$ cat src/rtl/fetch_ctrl.sv
// fetch_ctrl: instruction-fetch sequencer that owns the PC and hands one word per pulse to the decoder.
// Optional memory-response timeout is compiled in by defining FETCH_CTRL_TIMEOUT_EN.
module fetch_ctrl #(
    parameter logic [31:0] RESET_PC       = 32'h0000_0000,
    parameter int          TIMEOUT_CYCLES = 16
) (
    input  logic        clk_i,
    input  logic        rstn_i,
    input  logic        en_i,
    output logic        mem_req_o,
    output logic [31:0] mem_addr_o,
    input  logic        mem_gnt_i,
    input  logic        mem_rvalid_i,
    input  logic [31:0] mem_rdata_i,
    input  logic        stall_i,
    input  logic        redirect_i,
    input  logic [31:0] redirect_pc_i,
    output logic        dec_rd_en_o,
    output logic [31:0] dec_data_o,
    output logic [31:0] pc_o,
    output logic        busy_o,
    output logic        err_o
);
    typedef enum logic [2:0] {IDLE, REQ, WAIT, HOLD, ISSUE, DRAIN} state_t;

    localparam logic [31:0] RESET_WORD = {RESET_PC[31:2], 2'b00};

    state_t      state;
    logic [31:0] pc;
    logic [31:0] buffer;
    logic [31:0] redirect_pc;
    logic [31:0] pc_inc;
    logic        tmo_hit;
    logic        unused_ok;

    assign redirect_pc = {redirect_pc_i[31:2], 2'b00};
    assign pc_inc      = pc + 32'd4;

`ifdef FETCH_CTRL_TIMEOUT_EN
    localparam int CW = $clog2(TIMEOUT_CYCLES + 1);

    logic [CW-1:0] tmo_cnt;
    logic          tmo_run;

    // Counts consecutive response-less cycles while the FSM stays in WAIT or DRAIN.
    assign tmo_run   = !mem_rvalid_i && ((state == WAIT && !redirect_i) || state == DRAIN);
    assign tmo_hit   = tmo_run && (tmo_cnt == CW'(TIMEOUT_CYCLES - 1));
    assign unused_ok = ^redirect_pc_i[1:0];
`else
    assign tmo_hit   = 1'b0;
    assign err_o     = 1'b0;
    assign unused_ok = ^{redirect_pc_i[1:0], 32'(TIMEOUT_CYCLES)};
`endif

    always_ff @(posedge clk_i or negedge rstn_i) begin
        if (!rstn_i) begin
            state       <= IDLE;
            pc          <= RESET_WORD;
            buffer      <= '0;
            mem_req_o   <= 1'b0;
            mem_addr_o  <= RESET_WORD;
            dec_rd_en_o <= 1'b0;
            dec_data_o  <= '0;
            pc_o        <= RESET_WORD;
            busy_o      <= 1'b0;
`ifdef FETCH_CTRL_TIMEOUT_EN
            tmo_cnt     <= '0;
            err_o       <= 1'b0;
`endif
        end else begin
            dec_rd_en_o <= 1'b0;
`ifdef FETCH_CTRL_TIMEOUT_EN
            tmo_cnt     <= tmo_run ? tmo_cnt + CW'(1) : '0;
            if (tmo_hit) begin
                err_o <= 1'b1;
            end
`endif
            case (state)
                IDLE: begin
                    if (redirect_i) begin
                        pc <= redirect_pc;
                    end else if (en_i && !err_o) begin
                        state      <= REQ;
                        mem_req_o  <= 1'b1;
                        mem_addr_o <= pc;
                        busy_o     <= 1'b1;
                    end
                end
                REQ: begin
                    if (redirect_i) begin
                        pc <= redirect_pc;
                    end
                    if (mem_gnt_i) begin
                        mem_req_o <= 1'b0;
                        if (redirect_i) begin
                            state <= DRAIN;
                        end else begin
                            state <= WAIT;
                        end
                    end else if (redirect_i) begin
                        mem_addr_o <= redirect_pc;
                    end
                end
                WAIT: begin
                    // A redirect here orphans the outstanding response, so it must be drained.
                    if (redirect_i) begin
                        pc <= redirect_pc;
                        if (mem_rvalid_i) begin
                            state      <= REQ;
                            mem_req_o  <= 1'b1;
                            mem_addr_o <= redirect_pc;
                        end else begin
                            state <= DRAIN;
                        end
                    end else if (mem_rvalid_i) begin
                        buffer <= mem_rdata_i;
                        if (stall_i) begin
                            state <= HOLD;
                        end else begin
                            state       <= ISSUE;
                            dec_rd_en_o <= 1'b1;
                            dec_data_o  <= mem_rdata_i;
                            pc_o        <= pc;
                        end
                    end else if (tmo_hit) begin
                        state  <= IDLE;
                        busy_o <= 1'b0;
                    end
                end
                HOLD: begin
                    if (redirect_i) begin
                        pc         <= redirect_pc;
                        state      <= REQ;
                        mem_req_o  <= 1'b1;
                        mem_addr_o <= redirect_pc;
                    end else if (!stall_i) begin
                        state       <= ISSUE;
                        dec_rd_en_o <= 1'b1;
                        dec_data_o  <= buffer;
                        pc_o        <= pc;
                    end
                end
                ISSUE: begin
                    if (redirect_i) begin
                        pc         <= redirect_pc;
                        state      <= REQ;
                        mem_req_o  <= 1'b1;
                        mem_addr_o <= redirect_pc;
                    end else begin
                        pc <= pc_inc;
                        if (en_i) begin
                            state      <= REQ;
                            mem_req_o  <= 1'b1;
                            mem_addr_o <= pc_inc;
                        end else begin
                            state  <= IDLE;
                            busy_o <= 1'b0;
                        end
                    end
                end
                DRAIN: begin
                    // Further redirects only retarget the PC; the stale response is still owed.
                    if (redirect_i) begin
                        pc <= redirect_pc;
                    end
                    if (mem_rvalid_i) begin
                        if (en_i) begin
                            state      <= REQ;
                            mem_req_o  <= 1'b1;
                            mem_addr_o <= redirect_i ? redirect_pc : pc;
                        end else begin
                            state  <= IDLE;
                            busy_o <= 1'b0;
                        end
                    end else if (tmo_hit) begin
                        state  <= IDLE;
                        busy_o <= 1'b0;
                    end
                end
                default: begin
                    state     <= IDLE;
                    mem_req_o <= 1'b0;
                    busy_o    <= 1'b0;
                end
            endcase
        end
    end

endmodule

$ cat config.mk
export PLATFORM = sky130hd
export DESIGN_NAME = fetch_ctrl
export DESIGN_NICKNAME = d
export VERILOG_FILES = /design/src/rtl/fetch_ctrl.sv
export SDC_FILE = /design/constraint.sdc
export NUM_CORES = 1
export LEC_CHECK = 0
export CAP_MARGIN = 20
export CORE_UTILIZATION = 30
export DETAILED_ROUTE_END_ITERATION = 8
export PLACE_DENSITY = 0.56
export SLEW_MARGIN = 40
export SYNTH_ARGS = -nofsm -noshare
export SYNTH_HDL_FRONTEND = slang
export SYNTH_SLANG_ARGS = --single-unit
$ cat constraint.sdc
create_clock -name clk_i -period 2.5 [get_ports clk_i]
set_clock_uncertainty 0.2 [all_clocks]
set_input_delay 0.5 -clock clk_i [delete_from_list [all_inputs] [get_ports clk_i]]
set_output_delay 0.5 -clock clk_i [all_outputs]
set_load 0.005 [all_outputs]
======== Yosys cells after proc, flatten, opt, wreduce, memory -nomap -nowiden ========
Index checks and enable logic that the tools add are counted.
operators by class
  multiply operators ...................... 0
  $lt $le $gt $ge ......................... 0
  add/sub/neg operators ................... 1
  equal/unequal tests ..................... 22
  shift operators ......................... 0
  bitwise operators ....................... 2
  reductions and logical operators ........ 13
  divide/modulo/power cells ............... 0
  multiplexer cells ....................... 59
operators by type and width
  kind                                                 count
  2-to-1 mux 32 bit                                    21
  one-hot mux 32 bit (2 select lines)                  3
  one-hot mux 32 bit (6 select lines)                  1
  2-to-1 mux 3 bit                                     11
  adder 32 x 3 -> 32 bit, second input constant        1
  != test 2 bit, second input constant                 14
  2-to-1 mux 1 bit                                     19
  one-hot mux 3 bit (6 select lines)                   1
  AND reduction 6 bit                                  3
  != test 3 bit, second input constant                 3
  AND reduction 9 bit                                  1
  equality test 3 x 2 -> 1 bit, second input constant  2
  equality test 3 bit, second input constant           2
  one-hot mux 1 bit (6 select lines)                   1
  nonzero test 6 bit                                   1
  AND reduction 5 bit                                  1
  OR reduction 5 bit                                   1
  one-hot mux 1 bit (4 select lines)                   1
  AND reduction 4 bit                                  1
  nonzero test 2 bit                                   2
  equality test 3 x 1 -> 1 bit, second input constant  1
  zero test 3 bit                                      1
  AND reduction 3 bit                                  1
  OR reduction 3 bit                                   1
  other kinds (2)                                      3
word-level totals
  bits in writable memories ............... 0
  memories ................................ 0
  bits in latches ......................... 0
  memory bits (read-only) ................. 0
  output and inout port bits .............. 100
  bits in registers ....................... 166

======== Depth between registers and ports, before layout ========
Gate-level depths: netlist (run 1).
  depth in word-level cells ............... 4
  depth in mapped cells ................... 9

======== Least setup slack after synthesis (run 1) ========
No wires, ideal clock.
  kind .................................... reg2reg
  from .................................... reg pc[3]
  to ...................................... reg mem_addr_o[28]
  buffers on the path ..................... 0
  setup time .............................. 0.094 ns
  slack ................................... 0.196 ns
  required time ........................... 2.206 ns
  stages on the path, launching flop included .. 8
  arrival ................................. 2.010 ns
  path through ............................ dfrtp_1 > ha_1 > nand4_4 > nor4_4 > and2_4 > nand3_2 > or3_1 > a211oi_1
on the way
  word-level cells in the longest chain between the ends .. 4
ends and longest elaborated chain
  what                                 RTL line  RTL
  from (decl)                          29        logic [31:0] pc;
  from (signal assigned)               81        pc <= redirect_pc;
  from (signal assigned)               91        pc <= redirect_pc;
  from (signal assigned)               107       pc <= redirect_pc;
  adder 32 x 3 -> 32 bit               37        assign pc_inc = pc + 32'd4;
  2-to-1 mux 32 bit                    151       if (en_i) begin
  2-to-1 mux 32 bit                    144       if (redirect_i) begin
  one-hot mux 32 bit (6 select lines)  78        case (state)
  to (signal assigned)                 85        mem_addr_o <= pc;
  to (signal assigned)                 148       mem_addr_o <= redirect_pc;
  to (signal assigned)                 154       mem_addr_o <= pc_inc;
  to (decl)                            11        output logic [31:0] mem_addr_o,
Every way passes these cells. The select of a mux whose other input is x is not followed.
A chain may end at the register's enable or synchronous reset.

======== Worst setup path after layout (run 1) ========
  from .................................... reg state[0]
  to ...................................... reg mem_addr_o[16]
on the way
  word-level cells in the longest chain between the ends .. 3
  elaborated cells between the ends (all ways) .. 17
ends and longest elaborated chain
  what                                                         RTL line  RTL
  from (decl)                                                  28        state_t state;
  from (signal assigned)                                       57        state <= IDLE;
  from (signal assigned)                                       83        state <= REQ;
  from (signal assigned)                                       96        state <= DRAIN;
  equality test 3 bit (tied with other cells)                  78
  nonzero test 6 bit (no source line) (tied with other cells)  --
  AND reduction 9 bit (no source line)                         --
  to (signal assigned)                                         85
  to (signal assigned)                                         101       mem_addr_o <= redirect_pc;
  to (signal assigned)                                         111       mem_addr_o <= redirect_pc;
Parallel ways exist; a longest one is shown, timed or not.

==> impl_metrics.xml, run 1 <==
<?xml version="1.0" encoding="UTF-8"?>
<metrics>
  <group name="status">
    <metric name="run_status" unit="">finished, final reports clean</metric>
  </group>
  <group name="timing">
    <metric name="hold_slack" unit="ns">0.2755</metric>
    <metric name="rsz_0062_raised_after_global_routing" unit="">no</metric>
    <metric name="timing_hold_violations_final" unit="">0</metric>
    <metric name="achievable-frequency" unit="MHz">423.4</metric>
    <metric name="final-setup-viol-count" unit="">0</metric>
    <metric name="final_max_slew_viols" unit="">0</metric>
    <metric name="maxSlewHeadroom" unit="%">65.76</metric>
    <metric name="tightest_slew" unit="ns">0.5097</metric>
    <metric name="min_period" unit="ns">2.362</metric>
    <metric name="finalCritPeriodShare" unit="%">94.47</metric>
  </group>
  <group name="logic_synthesis">
    <metric name="synth_flop_cell" unit="">dfrtp_1</metric>
    <metric name="postSynthRegisterBits" unit="">166</metric>
    <metric name="synth_top_cell_by_area" unit="">dfrtp_1</metric>
    <metric name="asyncSetResetFlopFracSynth" unit="%">100.0</metric>
    <metric name="syn_area" unit="µm²">8926</metric>
    <metric name="avg_cell_area_syn" unit="µm²">8.971</metric>
    <metric name="netlist_top_cells_area" unit="">dfrtp_1 (47%), nand2_1 (7.9%), o21ai_0 (5.4%)</metric>
    <metric name="top_cell_type_s_share_of_synthesized_area" unit="%">46.54</metric>
    <metric name="syn-num-nets" unit="">1067</metric>
    <metric name="synthesis.yosys.warnings" unit="">0</metric>
    <metric name="synth.yosys.seq_area_share" unit="%">46.54</metric>
    <metric name="syn-instance-count" unit="">995</metric>
    <metric name="synth_edf_count" unit="">0</metric>
    <metric name="post_synth_num_cell_types" unit="">67</metric>
  </group>
  <group name="worst_hold_path">
    <metric name="worst_hold_path.num_cells" unit="">2</metric>
    <metric name="min-delay-start" unit="">pc_o[15]$_DFFE_PN0P_</metric>
    <metric name="min_to" unit="">pc_o[15]$_DFFE_PN0P_</metric>
    <metric name="class_of_the_tightest_hold_or_removal_check" unit="">reg2reg</metric>
  </group>
  <group name="grt">
    <metric name="grtUsageTotal" unit="%">18.82</metric>
    <metric name="total_congestion_overflow" unit="">0</metric>
    <metric name="via_count_of_the_first_global_routing_pass" unit="">7972</metric>
    <metric name="grt_max_degree" unit="">78</metric>
    <metric name="grt_first_pass_wirelength" unit="µm">45030</metric>
    <metric name="antenna_violations_before_repair" unit="">0</metric>
  </group>
  <group name="clock_tree">
    <metric name="cts_tree" unit="">done</metric>
    <metric name="insertion_delay" unit="ns">0.43</metric>
    <metric name="cts_root_buf" unit="">clkbuf_16</metric>
    <metric name="ctsHtreeMaxLevel" unit="">4</metric>
    <metric name="tritoncts_buffer_count" unit="">17</metric>
    <metric name="clock-sinks" unit="">166</metric>
    <metric name="cts.path.max_buffers" unit="">2</metric>
    <metric name="worst_setup_hold_path_clk_slew" unit="ns">0.07</metric>
  </group>
  <group name="placement">
    <metric name="detailed_placer_s_ending_hpwl" unit="µm">20150</metric>
    <metric name="place.port_buffers" unit="">167</metric>
    <metric name="place.gp.congestion" unit="">0.8462</metric>
  </group>
  <group name="detailed_routing">
    <metric name="final_routed_drc_violation_total" unit="">0</metric>
    <metric name="drt_first_iter_violations" unit="">571</metric>
    <metric name="via_count" unit="">8136</metric>
    <metric name="detail_route.wirelength" unit="µm">28090</metric>
    <metric name="ant_nets" unit="">0</metric>
    <metric name="post_drt_wl_per_cell" unit="µm">17.78</metric>
    <metric name="drt_first_pass_iters" unit="">5</metric>
    <metric name="vias_per_cell" unit="">5.149</metric>
  </group>
  <group name="critical_path">
    <metric name="required" unit="ns">2.61</metric>
    <metric name="start_kind" unit="">flip-flop</metric>
    <metric name="path_class" unit="">reg2reg</metric>
    <metric name="worst-r2r-setup-slack" unit="ns">0.14</metric>
    <metric name="r2r_cells" unit="">7</metric>
    <metric name="rr_startpoint" unit="">state[0]$_DFFE_PN0P_</metric>
    <metric name="worst_setup_path_end_kind" unit="">flip-flop</metric>
    <metric name="cp_max_fo" unit="">14</metric>
    <metric name="critPathArrivalTime" unit="ns">2.47</metric>
    <metric name="crit-reg2reg-capture" unit="">mem_addr_o[16]$_DFFE_PN0P_</metric>
  </group>
  <group name="floorplanning">
    <metric name="die_y" unit="µm">174.5</metric>
    <metric name="row_count" unit="">62</metric>
    <metric name="die_area" unit="µm²">30450</metric>
    <metric name="initial_utilization" unit="%">30.77</metric>
    <metric name="core_area" unit="µm²">29010</metric>
    <metric name="die_x" unit="µm">174.5</metric>
    <metric name="floorplan.io_pins" unit="">171</metric>
  </group>
  <group name="layout">
    <metric name="n_antenna_cell" unit="">0</metric>
    <metric name="post-route-util" unit="%">41.87</metric>
    <metric name="finish.net_count" unit="">1256</metric>
    <metric name="drive_gt1_share" unit="%">15.38</metric>
    <metric name="flow.area_growth_from_synthesis" unit="%">36.08</metric>
    <metric name="n_fill_cell" unit="">2867</metric>
  </group>
  <group name="job">
    <metric name="maxCapViolations" unit="">0</metric>
  </group>
  <group name="power">
    <metric name="power.static_leakage" unit="nW">5.426</metric>
    <metric name="seq_power_share" unit="%">33.6</metric>
    <metric name="switching_share" unit="%">37.73</metric>
    <metric name="switching_power" unit="mW">5.143</metric>
    <metric name="p_per_area" unit="nW/µm²">1122</metric>
    <metric name="share_comb_of_total_power" unit="%">47.1</metric>
    <metric name="p_int" unit="mW">8.486</metric>
    <metric name="peakVddDrop" unit="mV">0.5283</metric>
    <metric name="clkPwrFrac" unit="%">19.3</metric>
  </group>
</metrics>
[worst max-delay path by stage]
stage	from	to
CTS	en_i	mem_addr_o[9]$_DFFE_PN0P_
global route	state[0]$_DFFE_PN0P_	mem_addr_o[31]$_DFFE_PN0P_
global placement	en_i	mem_addr_o[7]$_DFFE_PN0P_
detailed placement	en_i	mem_addr_o[9]$_DFFE_PN0P_
floorplan	pc[3]$_DFFE_PN0P_	mem_addr_o[28]$_DFFE_PN0P_
finish	state[0]$_DFFE_PN0P_	mem_addr_o[16]$_DFFE_PN0P_
[cell families (layout without fill, tap and decap cells)]
| kind of cell | Yosys count | after routing | share of synthesized area, % |
|---|---|---|---|
| xor gates and xnor gates | 22 | 22 | 2.159 |
| muxes | 79 | 79 | 9.322 |
| and+or+nand+nor | 355 | 355 | 18.00 |
| AOI/OAI and AO/OA | 260 | 260 | 18.27 |
| adders and majority gates | 1 | 1 | 0.1402 |
| DFF | 166 | 166 | 46.54 |
| other | 1 | 1 | 0.04201 |
| buffers and inverters | 111 | 312 | 5.537 |
[per-layer routing]
metal  vias up  global-route usage [%]  wire length, µm
li1       3889                       -                -
met4         0                   5.507              534
met2       281                   28.29            12260
met1      3935                   27.53            13780
met3        31                   3.193             1509
met5         -                       0                0
[cell type report]
| class | instances | area, µm² | area share (%) |
|---|---|---|---|
| clock inverter | 14 | 155.1 | 1.277 |
| multi-input combinational | 718 | 4308 | 35.47 |
| sequential | 166 | 4154 | 34.20 |
| timing repair buffer | 267 | 2571 | 21.17 |
| clock buffer | 17 | 425.4 | 3.502 |
| tap | 384 | 480.5 | 3.956 |
| inverter | 14 | 52.55 | 0.4326 |
[power by group through the flow]
stage	logic [mW]	clock network, mW	registers (mW)
2_1_floorplan	3.32	0	4.39
3_3_place_gp	6.32	0	4.61
3_5_place_dp	6.40	0	4.64
4_1_cts	6.42	2.72	4.59
5_1_grt	7.05	2.82	4.74
6_report	6.42	2.64	4.57
[sequential cells by signal (all words and copies together), names as in the netlist]
name,count
buffer,32
pc,32
busy_o,1
dec_rd_en_o,1
mem_addr_o,32
dec_data_o,32
pc_o,32
state,3
mem_req_o,1
[metrics by stage]
stage / total power [mW] / instances / TNS [ns] / area (µm²) / setup slack, ns
4_1_cts: 13.73 / 1580 / 0 / 12140 / 0.02601
3_3_place_gp: 10.93 / 1548 / -7.182 / 11550 / -0.3713
3_5_place_dp: 11.04 / 1548 / -7.996 / 11550 / -0.4228
6_report: 13.63 / 1580 / 0 / 12150 / 0.1382
2_1_floorplan: 7.707 / 995 / 0 / 8926 / 0.1965
5_1_grt: 14.61 / 1580 / 0 / 12150 / 0.01855
[placed cells by master (no fill, tap or decap), drive strengths merged, types with 7 or more instances in the layout]
| cell type | netlist | layout |
|---|---|---|
| mux2 | 33 | 33 |
| dfrtp | 166 | 166 |
| o21ai | 97 | 97 |
| a22oi | 26 | 26 |
| xnor2 | 17 | 17 |
| inv | 13 | 22 |
| nor2 | 63 | 63 |
| clkbuf | 52 | 17 |
| clkdlybuf4s50 | 0 | 165 |
| nand3 | 20 | 20 |
| a21oi | 54 | 54 |
| nor3 | 32 | 32 |
| mux2i | 46 | 46 |
| or3 | 8 | 8 |
| a211oi | 7 | 7 |
| buf | 45 | 101 |
| nand2 | 190 | 190 |
| o211ai | 11 | 11 |
| nand4 | 12 | 12 |
| a31oi | 9 | 9 |
[critical path: stages, from the launching register on]
cell      delay, ns
dfrtp_1        0.52
buf_4          0.28
nor2_1         0.14
nand2_1        0.34
o211ai_1       0.17
o21a_1         0.21
o22ai_1        0.26
a21oi_1        0.11
[Yosys cell counts, drive strengths merged (5+ instances only)]
cell / n
xor2: 5
a211oi: 7
nand3: 20
nand2: 190
clkbuf: 52
or3: 8
a22o: 5
a22oi: 26
a221o: 6
nor3: 32
mux2i: 46
o211ai: 11
o21ai: 97
nor2: 63
buf: 45
a21oi: 54
and2: 6
nor4: 6
o22ai: 6
mux2: 33
inv: 13
xnor2: 17
nand4: 12
dfrtp: 166
a31oi: 9
o32a: 6
[repair_timing]
item	CTS	global route
hold buffers	1	0
buffers inserted	0	0
hold endpoints to repair	36	0
resized for setup	0	2
endpoints found under the setup margin	0	19
Power figures use the tool's default switching activity.
==> run 2, diff against run 1 <==
--- a/config.mk
+++ b/config.mk
@@ -8,7 +8,7 @@
 export CAP_MARGIN = 20
 export CORE_UTILIZATION = 30
 export DETAILED_ROUTE_END_ITERATION = 8
-export PLACE_DENSITY = 0.56
+export PLACE_DENSITY_LB_ADDON = 0.12
 export SLEW_MARGIN = 40
 export SYNTH_ARGS = -nofsm -noshare
 export SYNTH_HDL_FRONTEND = slang
==> impl_metrics.xml, run 2 (synthesis results as in run 1) <==
<?xml version="1.0" encoding="UTF-8"?>
<metrics>
  <group name="layout">
    <metric name="finish.instance_area" unit="µm²">12190</metric>
    <metric name="finish.net_count" unit="">1262</metric>
    <metric name="most-common-layout-cells" unit="">nand2_1 (189), clkdlybuf4s50_1 (165), dfrtp_1 (164)</metric>
    <metric name="n_antenna_cell" unit="">0</metric>
    <metric name="post-route-util" unit="%">42.02</metric>
    <metric name="flow.area_growth_from_synthesis" unit="%">36.57</metric>
    <metric name="n_fill_cell" unit="">2908</metric>
    <metric name="drive_gt1_share" unit="%">16.13</metric>
    <metric name="mostFrequentLayoutCell" unit="">nand2_1</metric>
  </group>
  <group name="floorplanning">
    <metric name="row_count" unit="">62</metric>
    <metric name="die_x" unit="µm">174.5</metric>
    <metric name="core_area" unit="µm²">29010</metric>
    <metric name="initial_utilization" unit="%">30.77</metric>
    <metric name="die_area" unit="µm²">30450</metric>
    <metric name="die_y" unit="µm">174.5</metric>
    <metric name="floorplan.io_pins" unit="">171</metric>
  </group>
  <group name="critical_path">
    <metric name="worst_setup_path_end_kind" unit="">flip-flop</metric>
    <metric name="cp_max_fo" unit="">4</metric>
    <metric name="path_class" unit="">reg2reg</metric>
    <metric name="rr_startpoint" unit="">pc[2]$_DFFE_PN0P_</metric>
    <metric name="critical_path_start" unit="">pc[2]$_DFFE_PN0P_</metric>
    <metric name="required" unit="ns">2.62</metric>
    <metric name="critPathArrivalTime" unit="ns">2.50</metric>
    <metric name="start_kind" unit="">flip-flop</metric>
  </group>
  <group name="timing">
    <metric name="rsz_0062_raised_after_global_routing" unit="">no</metric>
    <metric name="final-setup-viol-count" unit="">0</metric>
    <metric name="achievable-frequency" unit="MHz">419.7</metric>
    <metric name="tightest_slew" unit="ns">0.5997</metric>
    <metric name="finalCritPeriodShare" unit="%">95.31</metric>
    <metric name="min_period" unit="ns">2.383</metric>
    <metric name="timing_hold_violations_final" unit="">0</metric>
    <metric name="maxSlewHeadroom" unit="%">60.02</metric>
    <metric name="hold_slack" unit="ns">0.2755</metric>
    <metric name="final_max_slew_viols" unit="">0</metric>
  </group>
  <group name="detailed_routing">
    <metric name="ant_nets" unit="">0</metric>
    <metric name="detail_route.wirelength" unit="µm">28990</metric>
    <metric name="drt_first_iter_violations" unit="">643</metric>
    <metric name="vias_per_cell" unit="">5.047</metric>
    <metric name="post_drt_wl_per_cell" unit="µm">18.27</metric>
    <metric name="drt_first_pass_iters" unit="">5</metric>
    <metric name="via_count" unit="">8009</metric>
    <metric name="final_routed_drc_violation_total" unit="">0</metric>
  </group>
  <group name="clock_tree">
    <metric name="cts_root_buf" unit="">clkbuf_16</metric>
    <metric name="ctsHtreeMaxLevel" unit="">4</metric>
    <metric name="tritoncts_buffer_count" unit="">17</metric>
    <metric name="clock-sinks" unit="">166</metric>
    <metric name="insertion_delay" unit="ns">0.43</metric>
    <metric name="worst_setup_hold_path_clk_slew" unit="ns">0.08</metric>
    <metric name="cts.path.max_buffers" unit="">2</metric>
    <metric name="cts_tree" unit="">done</metric>
  </group>
  <group name="worst_hold_path">
    <metric name="min-delay-start" unit="">pc_o[28]$_DFFE_PN0P_</metric>
    <metric name="class_of_the_tightest_hold_or_removal_check" unit="">reg2reg</metric>
  </group>
  <group name="grt">
    <metric name="grt_first_pass_wirelength" unit="µm">46130</metric>
    <metric name="via_count_of_the_first_global_routing_pass" unit="">7842</metric>
    <metric name="antenna_violations_before_repair" unit="">0</metric>
    <metric name="grtUsageTotal" unit="%">19.47</metric>
    <metric name="grt_max_degree" unit="">103</metric>
    <metric name="total_congestion_overflow" unit="">0</metric>
  </group>
  <group name="placement">
    <metric name="place_area" unit="µm²">11580</metric>
    <metric name="place.port_buffers" unit="">167</metric>
    <metric name="place.gp.congestion" unit="">0.8450</metric>
    <metric name="detailed_placer_s_ending_hpwl" unit="µm">20330</metric>
  </group>
  <group name="power">
    <metric name="peakVddDrop" unit="mV">0.5365</metric>
    <metric name="power.static_leakage" unit="nW">5.434</metric>
    <metric name="p_per_area" unit="nW/µm²">1115</metric>
    <metric name="power.total" unit="mW">13.59</metric>
  </group>
  <group name="status">
    <metric name="run_status" unit="">finished, final reports clean</metric>
  </group>
  <group name="job">
    <metric name="maxCapViolations" unit="">0</metric>
  </group>
</metrics>
-- run 2: cell types whose count changed in the layout (fill, tap and decap cells not counted), sizes merged --
| cell | change |
|---|---|
| buf | +6 |
| inv | -3 |
| clkinvlp | +2 |
| clkbuf | +1 |
| clkinv | +1 |
-- run 2: path summary, 6_finish.rpt --
| path | depth (start not counted) | endpoint | slack, ns |
|---|---|---|---|
| worst min register to register | 2 | pc_o[28]$_DFFE_PN0P_ | 0.28 |
| worst min-delay path | 2 | pc_o[28]$_DFFE_PN0P_ | 0.28 |
| min in group asynchronous | 2 | dec_data_o[1]$_DFFE_PN0P_ | 0.38 |
| max in group asynchronous | 3 | buffer[28]$_DFFE_PN0P_ | 1.02 |
| worst max-delay path | 8 | mem_addr_o[30]$_DFFE_PN0P_ | 0.12 |
| worst max register to register | 8 | mem_addr_o[30]$_DFFE_PN0P_ | 0.12 |
-- run 2: stage by stage --
| step | setup TNS [ns] | worst slack [ns] | instances |
|---|---|---|---|
| after floorplan | 0 | 0.1965 | 995 |
| after global placement | -3.338 | -0.2164 | 1554 |
| after detailed placement | -3.430 | -0.2423 | 1554 |
| after CTS | 0 | 0.1068 | 1587 |
| after global routing | 0 | 0.03333 | 1587 |
| final | 0 | 0.1172 | 1587 |
-- run 2: critical path: stages (launching register included) --
cell     delay, ns
dfrtp_1       0.36
ha_1          0.24
nand4_4       0.14
nor4_4        0.44
buf_4         0.21
nand4_1       0.19
xnor2_1       0.20
nor3_1        0.06
a211o_1       0.26
-- run 2: repair_timing --
| item | in CTS | in global routing |
|---|---|---|
| gates resized for setup | 0 | 3 |
| hold buffers | 1 | 0 |
| endpoints found under the setup margin | 0 | 3 |
| hold endpoints to repair | 44 | 0 |
| setup buffers | 0 | 0 |
-- run 2: final cells by class --
cell class,instances,area [µm²],area share (%)
Timing Repair Buffer,273,2604,21.36
Multi-Input combinational cell,718,4305,35.32
Tap cell,384,480.5,3.941
Clock inverter,14,152.6,1.252
Clock buffer,18,439.2,3.603
Inverter,14,52.55,0.4311
Sequential cell,166,4156,34.10
-- run 2: where the power goes --
| part | leakage, nW | internal [mW] | switching, mW |
|---|---|---|---|
| logic | 3.05 | 3.32 | 3.06 |
| registers | 2.10 | 3.80 | 0.762 |
| clock network | 0.283 | 1.36 | 1.29 |
| total | 5.43 | 8.48 | 5.11 |
-- run 2: routing by layer --
| layer | vias up | routed length, µm | GRT usage, % |
|---|---|---|---|
| li1 | 3899 | - | - |
| met1 | 3837 | 14650 | 29.05 |
| met2 | 249 | 12510 | 29.03 |
| met3 | 24 | 1395 | 2.668 |
| met4 | 0 | 429 | 5.761 |
| met5 | - | 0 | 0 |
==> run 3, diff against run 2 <==
--- a/config.mk
+++ b/config.mk
@@ -5,6 +5,7 @@
 export SDC_FILE = /design/constraint.sdc
 export NUM_CORES = 1
 export LEC_CHECK = 0
+export ABC_CLOCK_PERIOD_IN_PS = 2500
 export CAP_MARGIN = 20
 export CORE_UTILIZATION = 30
 export DETAILED_ROUTE_END_ITERATION = 8
==> results of run 3 <==
Final layout, timing and power as in run 2 (identical DEF).
